==> src/rtl/rr_issue_arbiter.sv <==
// rtl/rr_issue_arbiter.sv - round-robin issue arbiter with registered grant
module rr_issue_arbiter #(
  parameter int NUM_REQ = 8,
  parameter int ID_W    = $clog2(NUM_REQ)
) (
  input  logic               clk,
  input  logic               rst,
  input  logic [NUM_REQ-1:0] req,
  input  logic               flush,
  input  logic               grant_ready,
  output logic               grant_valid,
  output logic [NUM_REQ-1:0] grant_onehot,
  output logic [ID_W-1:0]    grant_id,
  output logic [NUM_REQ-1:0] mr_ptr
);

  localparam logic [NUM_REQ-1:0] ONE     = NUM_REQ'(1);
  localparam logic [NUM_REQ-1:0] PTR_RST = {1'b1, {(NUM_REQ-1){1'b0}}};

  logic               grant_valid_q, grant_valid_d;
  logic [NUM_REQ-1:0] grant_onehot_q, grant_onehot_d;
  logic [ID_W-1:0]    grant_id_q, grant_id_d;
  logic [NUM_REQ-1:0] mr_ptr_q, mr_ptr_d;

  logic [NUM_REQ-1:0] hi_mask;
  logic [NUM_REQ-1:0] req_hi;
  logic [NUM_REQ-1:0] lowest_hi;
  logic [NUM_REQ-1:0] lowest_all;
  logic [NUM_REQ-1:0] win;
  logic [ID_W-1:0]    win_id;
  logic               load;

  // Pick the lowest requester strictly above the pointer, else wrap to the lowest overall.
  // When the pointer sits on the top bit the shift drops out of the vector, so the
  // upper mask is empty and the search starts at 0 with no phantom slots.
  always_comb begin
    hi_mask    = ~((mr_ptr_q << 1) - ONE);
    req_hi     = req & hi_mask;
    lowest_hi  = req_hi & (~req_hi + ONE);
    lowest_all = req & (~req + ONE);
    win        = (|req_hi) ? lowest_hi : lowest_all;
  end

  // Binary index of the one-hot winner.
  always_comb begin
    win_id = '0;
    for (int i = 0; i < NUM_REQ; i++) begin
      if (win[i]) win_id = ID_W'(i);
    end
  end

  // Next-state: flush clears without touching the pointer, load refreshes, otherwise hold.
  always_comb begin
    load           = (!grant_valid_q || grant_ready) && !flush;
    grant_valid_d  = grant_valid_q;
    grant_onehot_d = grant_onehot_q;
    grant_id_d     = grant_id_q;
    mr_ptr_d       = mr_ptr_q;
    if (flush) begin
      grant_valid_d  = 1'b0;
      grant_onehot_d = '0;
      grant_id_d     = '0;
    end else if (load) begin
      if (|req) begin
        grant_valid_d  = 1'b1;
        grant_onehot_d = win;
        grant_id_d     = win_id;
        mr_ptr_d       = win;
      end else begin
        grant_valid_d  = 1'b0;
        grant_onehot_d = '0;
        grant_id_d     = '0;
      end
    end
  end

  // Grant register and round-robin pointer.
  always_ff @(posedge clk or posedge rst) begin
    if (rst) begin
      grant_valid_q  <= 1'b0;
      grant_onehot_q <= '0;
      grant_id_q     <= '0;
      mr_ptr_q       <= PTR_RST;
    end else begin
      grant_valid_q  <= grant_valid_d;
      grant_onehot_q <= grant_onehot_d;
      grant_id_q     <= grant_id_d;
      mr_ptr_q       <= mr_ptr_d;
    end
  end

  assign grant_valid  = grant_valid_q;
  assign grant_onehot = grant_onehot_q;
  assign grant_id     = grant_id_q;
  assign mr_ptr       = mr_ptr_q;

endmodule

==> config.mk <==
export PLATFORM = sky130hd
export DESIGN_NAME = rr_issue_arbiter
export DESIGN_NICKNAME = d
export VERILOG_FILES = /design/src/rtl/rr_issue_arbiter.sv
export SDC_FILE = /design/constraint.sdc
export NUM_CORES = 1
export LEC_CHECK = 0
export ABC_AREA = 1
export CAP_MARGIN = 10
export CORE_ASPECT_RATIO = 1.75
export CORE_MARGIN = 2
export CORE_UTILIZATION = 43
export CTS_BUF_LIST = sky130_fd_sc_hd__clkbuf_4 sky130_fd_sc_hd__clkbuf_8 sky130_fd_sc_hd__clkbuf_16
export DETAILED_ROUTE_END_ITERATION = 8
export GPL_ROUTABILITY_DRIVEN = 0
export MAX_ROUTING_LAYER = met4
export PLACE_DENSITY = 0.75
export RECOVER_POWER = 100
export SLEW_MARGIN = 20
export SYNTH_ARGS = -nofsm -noshare
export SYNTH_HDL_FRONTEND = slang
export SYNTH_SLANG_ARGS = --single-unit
==> constraint.sdc <==
create_clock -name clk -period 1.65 [get_ports clk]
set_input_delay 0.2475 -clock clk [delete_from_list [all_inputs] [get_ports clk]]
set_output_delay 0.2475 -clock clk [all_outputs]
set_load 0.01 [all_outputs]
### Word-level counts from Yosys, hierarchy flattened

Index checks and enable logic that the tools add are counted.
W data, S select, Z words.

* register bits: 20
* bits of input ports: 12
* output and inout port bits: 20
* word-level logic and storage cells: 39

* add/subtract/negate cells: 3
* multiplexer cells: 17
* bitwise gates (word level): 7
* reduce and logical (&&, ||, !) cells: 8

Operators by type and width (number)
* $mux W8: 4
* $mux W3: 9
* $and A8 B8 Y8: 3
* $not A8 Y8: 3
* $add A8 B1 Y8 const B: 2
* $reduce_or A8 Y1: 2
* $sub A8 B1 Y8 const B: 1
* $mux W1: 4
* $reduce_and A3 Y1: 1
* $logic_not A1 Y1: 2
* $reduce_bool A2 Y1: 1
* $logic_and A1 B1 Y1: 1
* $logic_or A1 B1 Y1: 1
* $not A1 Y1: 1

### Depth between registers and ports, before layout

* depth after elaboration: 17
* mapped depth: 15
* depth with buffers taken out: 15

### Worst setup path after synthesis

No wires, ideal clock.

* path type: register -> register
* start point: register mr_ptr_q[0] (netlist: mr_ptr[0])
* end point: register grant_id_q[0] (netlist: grant_id[0])
* library setup time: 0.116 ns
* data arrival time: 1.665 ns
* data required time: 1.534 ns
* slack: -0.131 ns
* cell stages (with the launch flop): 15
* path buffers: 0
* period minus slack after synthesis: 1.781 ns
* cell sequence: dfrtp_1 inv_2 ha_1 nand2_1 nand2_1 inv_1 nand2_1 inv_2 nand3_2 nor2_4 nand2_1 nand2_1 nand3_1 nand2_1 nand2_1

* word-level cells in the longest chain between the ends: 17
* elaborated cells between the ends (all ways): 18
* classes of those cells: add/sub: 2; mux: 11; bitwise: 4; reduce/logical: 1

Ends and longest elaborated chain
* start, declared: RTL line 23 `logic [NUM_REQ-1:0] mr_ptr_q, mr_ptr_d;`
* start signal, assigned: RTL line 88 `mr_ptr_q <= mr_ptr_d;`
* $sub A8 B1 Y8 (*): RTL line 37 `hi_mask = ~((mr_ptr_q << 1) - ONE);`
* $not A8 Y8 (*): RTL line 37
* $and A8 B8 Y8 (*): RTL line 38 `req_hi = req & hi_mask;`
* $not A8 Y8: RTL line 39 `lowest_hi = req_hi & (~req_hi + ONE);`
* $add A8 B1 Y8: RTL line 39
* $and A8 B8 Y8: RTL line 39
* $mux W8 (*): RTL line 41 `win = (|req_hi) ? lowest_hi : lowest_all;`
* $mux W1: RTL line 48 `if (win[i]) win_id = ID_W'(i);`
* $mux W3 (5 in a row): RTL line 48
* $mux W3 (*): RTL line 48
* $mux W3 (*): RTL line 64 `if (|req) begin`
* $mux W3 (*): RTL line 63 `end else if (load) begin`
* $mux W3 (*): RTL line 59 `if (flush) begin`
* end signal, assigned: RTL line 87 `grant_id_q <= grant_id_d;`
* end, declared: RTL line 22 `logic [ID_W-1:0] grant_id_q, grant_id_d;`

Every way passes the cells marked *; elsewhere a longest branch is shown, timed or not. The select of a mux whose other input is x is not followed.
A chain may end at the register's enable or synchronous reset.

### Worst setup path in the final report

* start point: register mr_ptr_q[0] (netlist: mr_ptr[0])
* end point: register grant_id_q[1] (netlist: grant_id[1])

* word-level cells in the longest chain between the ends: 16
* elaborated cells between the ends (all ways): 17
* classes of those cells: add/sub: 2; mux: 10; bitwise: 4; reduce/logical: 1

Ends and longest elaborated chain (RTL line)
* $sub A8 B1 Y8 (*): 37
* $not A8 Y8 (*): 37
* $and A8 B8 Y8 (*): 38
* $not A8 Y8: 39
* $add A8 B1 Y8: 39
* $and A8 B8 Y8: 39
* $mux W8 (*): 41
* $mux W3 (5 in a row): 48
* $mux W3 (*): 48
* $mux W3 (*): 64
* $mux W3 (*): 63
* $mux W3 (*): 59

Marks and branches as above.

==> metrics.md <==
| Metric | Value |
|---|---|
| Status | `finished, violations left` |
| Failing checks | `negative setup slack` |
| Htree depth | `1` |
| Hold buffer count at CTS | `0` |
| Total GRT Usage | `24.3%` |
| Synth warnings | `0` |
| Total buffers and inverters traversed by the critical path | `2` |
| Synth Register Bits | `20` |
| Met3 Resource Use GR | `under 10%` |
| Cell chain of the critical path | `inv_2 -> ha_4 -> inv_2 -> nor2_4 -> nand4_1 -> nand3_2 -> nand2_2 -> nor2_4 -> nand2_2 -> nand2_2 -> nand3_1 -> nand2_1 -> nand2_1` |
| Met1 usage | `27.2%` |
| Setup slack after layout | `-0.213 ns` |
| Design area | `1930 µm²` |
| Fmax | `around 540 MHz` |
| Vias in the first global route | `about 1,400` |
| PwrDens | `approximately 1900 nW/µm²` |
| Port Buf Inserts | `31` |
| Num rows | `25` |
| DR DRC count | `0` |
| Post-DP HPWL | `~2.5 mm` |
| Synth Instances | `about 160` |
| Core box area | `between 2000 and 3000 µm²` |
| Final hold vios | `0` |
| Die Footprint | `3250 µm²` |
| Die Ht | `74.0 µm` |
| Met2 usage | `between 40% and 50%` |
| # IOs | `32` |
| Layout cells sized above 1 | `between 30% and 40%` |
| Final Util | `between 70 and 80%` |
| Final nets | `~240` |
| Critical Path Start Type | `register` |
| Syn_nets | `174` |
| Pre-Repair DR Iteration Count | `4` |
| Hold Crit Class | `register to register` |
| Critical path type | `register to register` |
| Wire length per cell | `~14 µm` |
| Most common cell after layout, fill and taps aside | `nand2_1` |
| Post-layout min period | `between 1.5 and 2 ns` |
| Leakage | `1.02 nW` |
| Depth of the most critical reg-to-reg path | `13` |
| Drt total wl | `approximately 3.5 mm` |
| CP dominant cell by count | `nand2_2` |
| Sequential area share after synthesis | `41.7%` |
| Largest net degree at the start of global routing | `21` |
| Largest fanout on the critical path | `6` |
| Slowest stage cell on the critical path | `dfrtp_1` |
| Clock Skew | `between 0.001 and 0.0015 ns` |
| Critical path startpoint | `mr_ptr[0]` |
| Area grow syn2layout | `60.4%` |
| Vias | `1,306` |
| Syn_area_per_cell | `around 7.5 µm²` |
| Final setup viols | `17` |
| Post-DRT Antenna Nets | `0` |
| Clock sink count | `20` |
| CP peak stage delay | `0.40 ns` |
| Clk Latency, worst-skew pair | `roughly 0.26 ns` |
| Worst-margin pin slew | `about 1.1 ns` |
| Clk slew on worst S/H paths | `roughly 0.07 ns` |
| Clk buf depth | `2` |
| Highest-count cells in the layout ignoring fill and taps | `nand2_1 (45), buf_4 (23), dfrtp_1 (19)` |
| Final Cycle Share | `113%` |
| Vias per cell | `5.24` |
| RSZ-0062 raised after global routing | `true` |
| 1st-iter DRT viols | `27` |
| Placed cell area | `about 1700 µm²` |
| Starting density of the core | `between 40% and 50%` |
| CTS tree | `built` |
| Fillers | `a little over 200` |
| Antenna violations before repair | `0` |
| Root buffer cell | `clkbuf_8` |
| Max Slew Vio Count | `0` |
| Mapped Area | `roughly 1200 µm²` |
| Distinct cells, synth | `22` |
| Dpl ws | `-0.287 ns` |
| Global route overflow | `0` |
| CP required | `~1.8 ns` |
| R2r startpoint | `mr_ptr[0]` |
| Die width | `approximately 44 µm` |
| WP data arrival | `about 2.0 ns` |
| Worst slew margin | `between 20% and 30%` |
| Reg2reg end | `grant_id[1]` |
| GRT Max-Usage Layer | `met2` |
| Maximum Capacitance Violations | `0` |
| WP depth | `13` |
| # diodes | `0` |
| Max rail drop VDD | `approximately 1.4 mV` |
| Final Power | `around 3.7 mW` |
| FF+latch area | `approximately 500 µm²` |
| Setup crit end kind | `register` |
| Area taken by multi-input logic gates | `about 730 µm²` |
| R2r setup slk | `-0.21 ns` |
| Worst hold slack | `0.471 ns` |
| Setup crit end | `grant_id[1]` |
| Cell family with most CP delay | `simple AND/OR/NAND/NOR gates` |
| Global-route wire length before repair | `5.79 mm` |
| Total CTS buffers | `3` |
[sequential cells by signal (all words and copies together) (netlist names)]
register / flops
grant_onehot: 8
mr_ptr: 8
grant_id: 3
grant_valid: 1
[logic make-up after synthesis]
| kind of cell | after synthesis | share of synthesized area [%] |
|---|---|---|
| AO/OA/AOI/OAI | 12 | 6.87 |
| buffers and inverters | 22 | 7.49 |
| adder cells (fa/ha/maj) | 1 | 1.04 |
| flip-flops | 20 | 41.7 |
| AND/OR/NAND/NOR | 106 | 42.9 |
[worst min path at each step]
stage	startpoint	to	depth (start not counted)	slack (ns)
after floorplan	rst	grant_id[0]	1	0.21
after CTS	rst	grant_id[0]	3	0.32
after global routing	grant_onehot[3]	grant_onehot[3]	2	0.51
after detailed placement	mr_ptr[7]	mr_ptr[7]	2	0.46
after global placement	mr_ptr[7]	mr_ptr[7]	2	0.47
final	grant_onehot[7]	grant_onehot[7]	2	0.47
[power by group]
group          total (mW)  switching, mW  internal [mW]
Sequential          0.803          0.136          0.668
Clock               0.369          0.157          0.212
Combinational        2.49           1.38           1.11
Total                3.66           1.68           1.99
[cells in the mapped netlist]
cell,n,area [µm²]
nand2_1,59,221
dfrtp_1,19,475
nand3_1,17,85.1
inv_1,15,56.3
nor2_1,7,26.3
inv_2,5,18.8
nand3_2,5,50.1
nand4_1,4,25.0
o21ai_1,4,20.0
a21oi_2,3,26.3
nor2_2,3,18.8
nor2_4,3,33.8
o21ai_2,3,26.3
or2_1,3,18.8
a21oi_1,2,10.0
nand2_2,2,12.5
nor3b_1,2,15.0
buf_6,1,11.3
clkbuf_1,1,3.75
dfstp_2,1,26.3
ha_1,1,12.5
or2_4,1,8.76
[layer usage]
layer | routed length, µm | share of wire [%]
met2 | 1970 | 56
met1 | 1370 | 39
met3 | 97 | 2.8
met5 | 0 | 0
met4 | 82 | 2.3
[worst min-delay path, cell delays in order, from the launching register on]
cell,delay (ns)
dfrtp_1,0.34
nand2_1,0.05
nand2_1,0.05
[through the flow]
stage,std cells,setup TNS [ns]
6_report,249,-2.52
4_1_cts,247,-1.34
5_1_grt,249,-4.25
2_1_floorplan,161,-0.367
3_5_place_dp,239,-4.34
3_3_place_gp,239,-3.62
[final cells by class]
cell class / count / area share [%]
Multi-Input combinational cell: 119 / 38.0
Timing Repair Buffer: 59 / 27.4
Sequential cell: 20 / 26.0
Inverter: 20 / 3.89
Clock buffer: 4 / 2.86
Tap cell: 27 / 1.75
[timing repair]
| action | 4_1_cts | 5_1_grt |
|---|---|---|
| buffers inserted | 4 | 2 |
| gates resized for setup | 20 | 13 |
| pin swaps | 15 | 15 |
| setup endpoints to repair | 16 | 19 |
Note: power is estimated with default switching activity, not from simulation.
